File: src/rtl/vga_pkg.sv
// Shared VGA 640x480@60 timing constants and helpers for the piano display
// (timing generator and colour stage).
package vga_pkg;

    localparam int VGA_H_ACTIVE = 640;
    localparam int VGA_H_FP     = 16;
    localparam int VGA_H_SYNC   = 96;
    localparam int VGA_H_BP     = 48;
    localparam int VGA_V_ACTIVE = 480;
    localparam int VGA_V_FP     = 10;
    localparam int VGA_V_SYNC   = 2;
    localparam int VGA_V_BP     = 33;

    localparam int VGA_H_TOTAL  = VGA_H_ACTIVE + VGA_H_FP + VGA_H_SYNC + VGA_H_BP;
    localparam int VGA_V_TOTAL  = VGA_V_ACTIVE + VGA_V_FP + VGA_V_SYNC + VGA_V_BP;

    localparam int   CNT_W        = 10;
    localparam logic SYNC_ACT_DEF = 1'b0;

    typedef logic [CNT_W-1:0] cnt_t;

    // True when lo <= v < hi.
    function automatic logic in_window(input cnt_t v, input int lo, input int hi);
        return (int'(v) >= lo) && (int'(v) < hi);
    endfunction

endpackage

File: src/rtl/vga_timing_gen_if.sv
// Raster timing bundle: the generator drives it, the colour stage consumes it.
interface vga_timing_gen_if;
    import vga_pkg::*;

    logic hs_vga;
    logic vs_vga;
    logic de;
    cnt_t pix_x;
    cnt_t pix_y;
    logic pix_tick;
    logic frame_start;

    modport master (
        output hs_vga, vs_vga, de, pix_x, pix_y, pix_tick, frame_start
    );

    modport slave (
        input hs_vga, vs_vga, de, pix_x, pix_y, pix_tick, frame_start
    );

endinterface

File: src/rtl/vga_timing_gen_clk_en_div.sv
// Clock-enable divider: adv is high on one clk out of every DIV.
// DIV=1 keeps the counter pinned at 0, so adv is permanently high.
module clk_en_div #(
    parameter int DIV = 2
) (
    input  logic clk,
    input  logic rst_n,
    output logic adv
);

    localparam int            W    = (DIV > 1) ? $clog2(DIV) : 1;
    localparam logic [W-1:0]  LAST = W'(DIV - 1);

    logic [W-1:0] div_cnt;

    always_ff @(posedge clk or negedge rst_n) begin
        if (!rst_n) begin
            div_cnt <= '0;
        end else if (div_cnt == LAST) begin
            div_cnt <= '0;
        end else begin
            div_cnt <= div_cnt + W'(1);
        end
    end

    assign adv = (div_cnt == LAST);

endmodule

File: src/rtl/vga_timing_gen.sv
// VGA raster timing: h/v counters advanced by a pixel-rate enable, with
// sync, data-enable and coordinate outputs registered from the next position.
module vga_timing_gen
    import vga_pkg::*;
#(
    parameter int   H_ACTIVE = VGA_H_ACTIVE,
    parameter int   H_FP     = VGA_H_FP,
    parameter int   H_SYNC   = VGA_H_SYNC,
    parameter int   H_BP     = VGA_H_BP,
    parameter int   V_ACTIVE = VGA_V_ACTIVE,
    parameter int   V_FP     = VGA_V_FP,
    parameter int   V_SYNC   = VGA_V_SYNC,
    parameter int   V_BP     = VGA_V_BP,
    parameter int   CLK_DIV  = 2,
    parameter logic SYNC_ACT = SYNC_ACT_DEF
) (
    input  logic              clk,
    input  logic              rst_n,
    vga_timing_gen_if.master  vga
);

    localparam int   H_TOTAL = H_ACTIVE + H_FP + H_SYNC + H_BP;
    localparam int   V_TOTAL = V_ACTIVE + V_FP + V_SYNC + V_BP;
    localparam cnt_t H_LAST  = cnt_t'(H_TOTAL - 1);
    localparam cnt_t V_LAST  = cnt_t'(V_TOTAL - 1);

    logic adv;
    cnt_t h_cnt, v_cnt;
    cnt_t h_nxt, v_nxt;
    logic hs_q, vs_q, de_q, tick_q, fs_q;

    clk_en_div #(.DIV(CLK_DIV)) u_div (
        .clk   (clk),
        .rst_n (rst_n),
        .adv   (adv)
    );

    // Counters reset to the last position so the first advance lands on (0,0).
    always_comb begin
        h_nxt = h_cnt + cnt_t'(1);
        v_nxt = v_cnt;
        if (h_cnt == H_LAST) begin
            h_nxt = '0;
            v_nxt = (v_cnt == V_LAST) ? cnt_t'(0) : v_cnt + cnt_t'(1);
        end
    end

    always_ff @(posedge clk or negedge rst_n) begin
        if (!rst_n) begin
            h_cnt  <= H_LAST;
            v_cnt  <= V_LAST;
            hs_q   <= ~SYNC_ACT;
            vs_q   <= ~SYNC_ACT;
            de_q   <= 1'b0;
            tick_q <= 1'b0;
            fs_q   <= 1'b0;
        end else begin
            tick_q <= adv;
            fs_q   <= adv && (h_nxt == '0) && (v_nxt == '0);
            if (adv) begin
                h_cnt <= h_nxt;
                v_cnt <= v_nxt;
                hs_q  <= in_window(h_nxt, H_ACTIVE + H_FP, H_ACTIVE + H_FP + H_SYNC)
                         ? SYNC_ACT : ~SYNC_ACT;
                // v_nxt only moves on an h wrap, so vs stays aligned to line starts.
                vs_q  <= in_window(v_nxt, V_ACTIVE + V_FP, V_ACTIVE + V_FP + V_SYNC)
                         ? SYNC_ACT : ~SYNC_ACT;
                de_q  <= (int'(h_nxt) < H_ACTIVE) && (int'(v_nxt) < V_ACTIVE);
            end
        end
    end

    assign vga.hs_vga      = hs_q;
    assign vga.vs_vga      = vs_q;
    assign vga.de          = de_q;
    assign vga.pix_x       = h_cnt;
    assign vga.pix_y       = v_cnt;
    assign vga.pix_tick    = tick_q;
    assign vga.frame_start = fs_q;

endmodule
File: src/flat_wrapper.sv
// flat-port wrapper written by rule: the top's interface ports become plain ports
module vga_timing_gen_flat import vga_pkg::*;
#(
    parameter int   H_ACTIVE = VGA_H_ACTIVE,
    parameter int   H_FP     = VGA_H_FP,
    parameter int   H_SYNC   = VGA_H_SYNC,
    parameter int   H_BP     = VGA_H_BP,
    parameter int   V_ACTIVE = VGA_V_ACTIVE,
    parameter int   V_FP     = VGA_V_FP,
    parameter int   V_SYNC   = VGA_V_SYNC,
    parameter int   V_BP     = VGA_V_BP,
    parameter int   CLK_DIV  = 2,
    parameter logic SYNC_ACT = SYNC_ACT_DEF
)
  (clk, rst_n, vga_hs_vga, vga_vs_vga, vga_de, vga_pix_x, vga_pix_y, vga_pix_tick, vga_frame_start);
  vga_timing_gen_if vga_i ();
  input  logic clk;
  input  logic rst_n;
  output wire logic [$bits(vga_i.hs_vga)-1:0] vga_hs_vga;
  output wire logic [$bits(vga_i.vs_vga)-1:0] vga_vs_vga;
  output wire logic [$bits(vga_i.de)-1:0] vga_de;
  output wire logic [$bits(vga_i.pix_x)-1:0] vga_pix_x;
  output wire logic [$bits(vga_i.pix_y)-1:0] vga_pix_y;
  output wire logic [$bits(vga_i.pix_tick)-1:0] vga_pix_tick;
  output wire logic [$bits(vga_i.frame_start)-1:0] vga_frame_start;
  assign vga_hs_vga = vga_i.hs_vga;
  assign vga_vs_vga = vga_i.vs_vga;
  assign vga_de = vga_i.de;
  assign vga_pix_x = vga_i.pix_x;
  assign vga_pix_y = vga_i.pix_y;
  assign vga_pix_tick = vga_i.pix_tick;
  assign vga_frame_start = vga_i.frame_start;
  vga_timing_gen #(.H_ACTIVE(H_ACTIVE), .H_FP(H_FP), .H_SYNC(H_SYNC), .H_BP(H_BP), .V_ACTIVE(V_ACTIVE), .V_FP(V_FP), .V_SYNC(V_SYNC), .V_BP(V_BP), .CLK_DIV(CLK_DIV), .SYNC_ACT(SYNC_ACT)) u_core (.clk(clk), .rst_n(rst_n), .vga(vga_i));
endmodule
File: config.mk
export PLATFORM = sky130hd
export DESIGN_NAME = vga_timing_gen_flat
export DESIGN_NICKNAME = d
export VERILOG_FILES = /design/src/rtl/vga_pkg.sv /design/src/rtl/vga_timing_gen_if.sv /design/src/rtl/vga_timing_gen_clk_en_div.sv /design/src/rtl/vga_timing_gen.sv /design/src/flat_wrapper.sv
export SDC_FILE = /design/constraint.sdc
export NUM_CORES = 1
export LEC_CHECK = 0
export CAP_MARGIN = 20
export CORE_ASPECT_RATIO = 0.9
export CORE_MARGIN = 2
export CORE_UTILIZATION = 50
export DETAILED_ROUTE_END_ITERATION = 7
export PLACE_DENSITY = 0.75
export SKIP_CTS_REPAIR_TIMING = 1
export SLEW_MARGIN = 20
export SYNTH_ARGS = -nofsm -noshare
export SYNTH_HDL_FRONTEND = slang
export SYNTH_SLANG_ARGS = --single-unit
File: constraint.sdc
create_clock -name clk -period 3.1 [get_ports clk]
set_input_delay 0.93 -clock clk [delete_from_list [all_inputs] [get_ports clk]]
set_output_delay 0.93 -clock clk [all_outputs]
set_load 0.01 [all_outputs]
==> key figures <==
Critical path
  • Crit path max-delay family: simple AND/OR/NAND/NOR gates
  • Data required, critical path: between 3000 and 4000 ps
  • Worst Setup End Kind: register
  • Crit-path slowest cell: dfstp_2
  • CP Launch Point: u_core.vga.pix_x[0]
  • WP data arrival: between 2000 and 3000 ps
  • Critical path, cell by cell: ha_1 > nand4_4 > nor3_2 > buf_4 > nand2_1 > xnor2_1 > or4_1 > nor4b_2
  • Crit path largest cell delay: 610 ps
  • CP Class: reg2reg
  • Worst R2R Setup Slack: 530 ps
  • Cell count of the worst reg-to-reg path: 8
  • CP startpoint kind: register
  • CP bufs+invs: 1
  • Worst R2R End: u_core.vga.frame_start
  • CP max FO: 11
  • R2R Path Start: u_core.vga.pix_x[0]

Global route
  • First-pass GRT wire length: 6.47 mm
  • Grt met1 use: 0.317
  • Top Usage Layer GRT: met1
  • Initial antenna violation count: 0
  • GRT Overall Usage: 0.216
  • Largest net degree at the start of global routing: 27
  • Vias in the first global route: 1,361
  • Total grt overflow: 0
  • M2 GR Usage: 0.309
  • Met3 GRT Util: 0.0508

Pwr
  • Power Dens Cells: between 300 and 400 nW/um^2
  • Gate power share: 0.013
  • P_sw: 117 uW
  • Flop pwr share: 0.538
  • Peak supply drop: 247 uV
  • Cell Int Power: 515 uW
  • Final Power: 632 uW
  • Sw Share: 0.185
  • Leakage: 0.000715 uW
  • Clock Power Share: 0.449

Clock tree
  • CTS tree: done
  • CTS Buffer Depth: 2
  • Clock-pin slew on the worst setup and hold paths: 100 ps
  • Clk root buf: clkbuf_8
  • H-tree levels: 1
  • Num CTS Buffers: 3
  • Clock Latency Late Sink: 280 ps
  • Clock sinks: 26

Placed design
  • Placed insts: 254
  • GP Congestion: 0.854
  • DP Area: just under 2000 um^2
  • Post-DP HPWL: 2.89 mm
  • PortBufs: 26

Route
  • Via count: 1,551
  • Via density: 6.01
  • Detailed Route Iter0 Violations: 100
  • Routed WL: 4.03 mm
  • # DRC: 0
  • DRT Pass-1 Iters: 5
  • Post-route antenna net violation count: 0
  • Wire length per cell: 15.6 um

Die
  • Die width: 66.3 um
  • # IOs: 27
  • Die ar.: 3980 um^2
  • Num rows: 20
  • Die Height: around 60 um
  • Core ar.: 3350 um^2
  • Starting Density: 0.520

Synth
  • Simple-gate share of the synthesized area: 0.254
  • Post-synthesis cell count: between 150 and 200
  • Synth area leaders: dfrtp_1 20%, dfstp_2 18%, xnor2_1 4.0%
  • Async set-reset flop share out of synthesis: 1.00
  • Library cells used by synthesis: 51
  • Post-synthesis compound-gate area fraction: 0.181
  • Synthesized area: 1740 um^2
  • Post-synth EDFFs: 0
  • Adder-Cell Fraction of Synth Area: 0.0215
  • Flops & latches, synth: 26
  • Post-synth top area share: 0.201
  • Yosys warns: 0
  • Post-synthesis sequential area ratio: 0.382
  • Top FF cell, synth: dfrtp_1
  • Mapped Nets: 203
  • Post-synthesis mux area share: 0.0244
  • Combinational family with the most area after synthesis: simple AND/OR/NAND/NOR gates
  • Synth area leader: dfrtp_1
  • Post-Synth XOR/XNOR Area: 0.0603
  • Post-Syn Area per Cell: ~8.8 um^2

Finish
  • ANT cells: 0
  • Final Instance Count excl. Fillers: 258
  • Nets@finish: 220
  • Fin area: approximately 2100 um^2
  • Area Growth Syn to Fin: 17.9%
  • Fillcell total: ~300
  • Finished Core Util: 0.613
  • Layout cells sized above 1: 0.145
  • Most common cell after layout, fill and taps aside: clkdlybuf4s50_1
  • Most frequent cells in the layout: 26 x clkdlybuf4s50_1, 18 x nand2_1, 14 x dfrtp_1

STA
  • Endpoints failing setup: 0
  • Rel. slew slack: 0.730
  • Crit path time final: about 2600 ps
  • FMAX: 389 MHz
  • TNS Setup: 0 ps
  • Unrepaired setup endpoints after global routing: false
  • Setup Skew: approximately 11 ps
  • Fin. Hold Viols: 0
  • Worst slew pin tran: 403 ps
  • Period utilization: 0.830
  • Final Max Slew Viols: 0

Min path
  • Hold Path End: u_core.vga.hs_vga
  • HP Class: reg2reg
  • Hold Path Stages: 2
  • Hold Path Origin: u_core.vga.hs_vga

Status
  • Outcome: finished clean

Flow run
  • Max-cap check violation count: 0
[how the worst max path moves through the flow]
| stage | endpoint | cells after the start |
|---|---|---|
| floorplan | u_core.vga.frame_start | 8 |
| global placement | u_core.vga.frame_start | 8 |
| detailed placement | u_core.vga.frame_start | 8 |
| CTS | u_core.vga.frame_start | 8 |
| global route | u_core.vga.frame_start | 8 |
| finish | u_core.vga.frame_start | 8 |
[logic make-up after synthesis]
| kind of cell | after synthesis |
|---|---|
| AO/OA/AOI/OAI | 49 |
| XOR/XNOR | 12 |
| adder cells (fa/ha/maj) | 3 |
| buffers and inverters | 27 |
| flip-flops | 26 |
| multiplexers | 4 |
| AND/OR/NAND/NOR | 77 |
[routing by layer]
metal,share of wire,wire [um],up-vias
li1,-,-,744
met1,0.48,1930,723
met2,0.44,1760,77
met3,0.071,286,7
met4,0.015,59,0
met5,0,0,-
[layout make-up]
type / instances / area [um^2] / share of cell area
clock buffers: 3 / 41.3 / 0.0201
clock inverters: 1 / 30.0 / 0.0146
inverters: 10 / 37.5 / 0.0182
multi-input cells: 145 / 945 / 0.459
flip-flops and latches: 26 / 666 / 0.324
well taps: 44 / 55.1 / 0.0268
repair buffers: 29 / 283 / 0.137
[registers in the layout, summed over array words and instances (netlist names)]
signal,count
u_core.vga.pix_y,10
u_core.vga.hs_vga,1
u_core.vga.pix_x,10
u_core.vga.pix_tick,1
u_core.vga.de,1
u_core.vga.frame_start,1
u_core.vga.vs_vga,1
u_core.u_div.adv,1
[cell usage after synthesis, types with 3 or more instances]
cell type  instances
ha_1               3
nor3_1             7
clkbuf_1           3
dfrtp_1           14
dfstp_2           12
or4_1              3
nand3_1            9
nand2_1           18
a21oi_1           11
nor2b_1            3
buf_2             11
inv_1             10
xnor2_1            8
xor2_1             4
nor2_1            13
nand4_1            7
o21ai_0           11
a211oi_1           4
o21ai_1            5
[per-stage QoR]
stage,hold slack [ps],setup slack (ps)
after global placement,477,760
after CTS,499,553
after detailed placement,478,657
final,498,526
after global routing,534,409
after floorplan,352,810
[power by group through the flow]
stage | combinational, uW | clock (uW) | sequential [uW]
CTS | 8.92 | 293 | 340
global route | 9.75 | 303 | 340
finish | 8.29 | 284 | 340
global placement | 8.71 | 0 | 346
floorplan | 0.000339 | 0 | 346
detailed placement | 8.95 | 0 | 346
[worst register-to-register path, stage by stage, from the launching register on]
cell and delay (ps):
dfstp_2 610, ha_1 280, nand4_4 160, nor3_2 180
buf_4 190, nand2_1 80, xnor2_1 120, or4_1 560
nor4b_2 270
(Power assumes the default switching activity.)
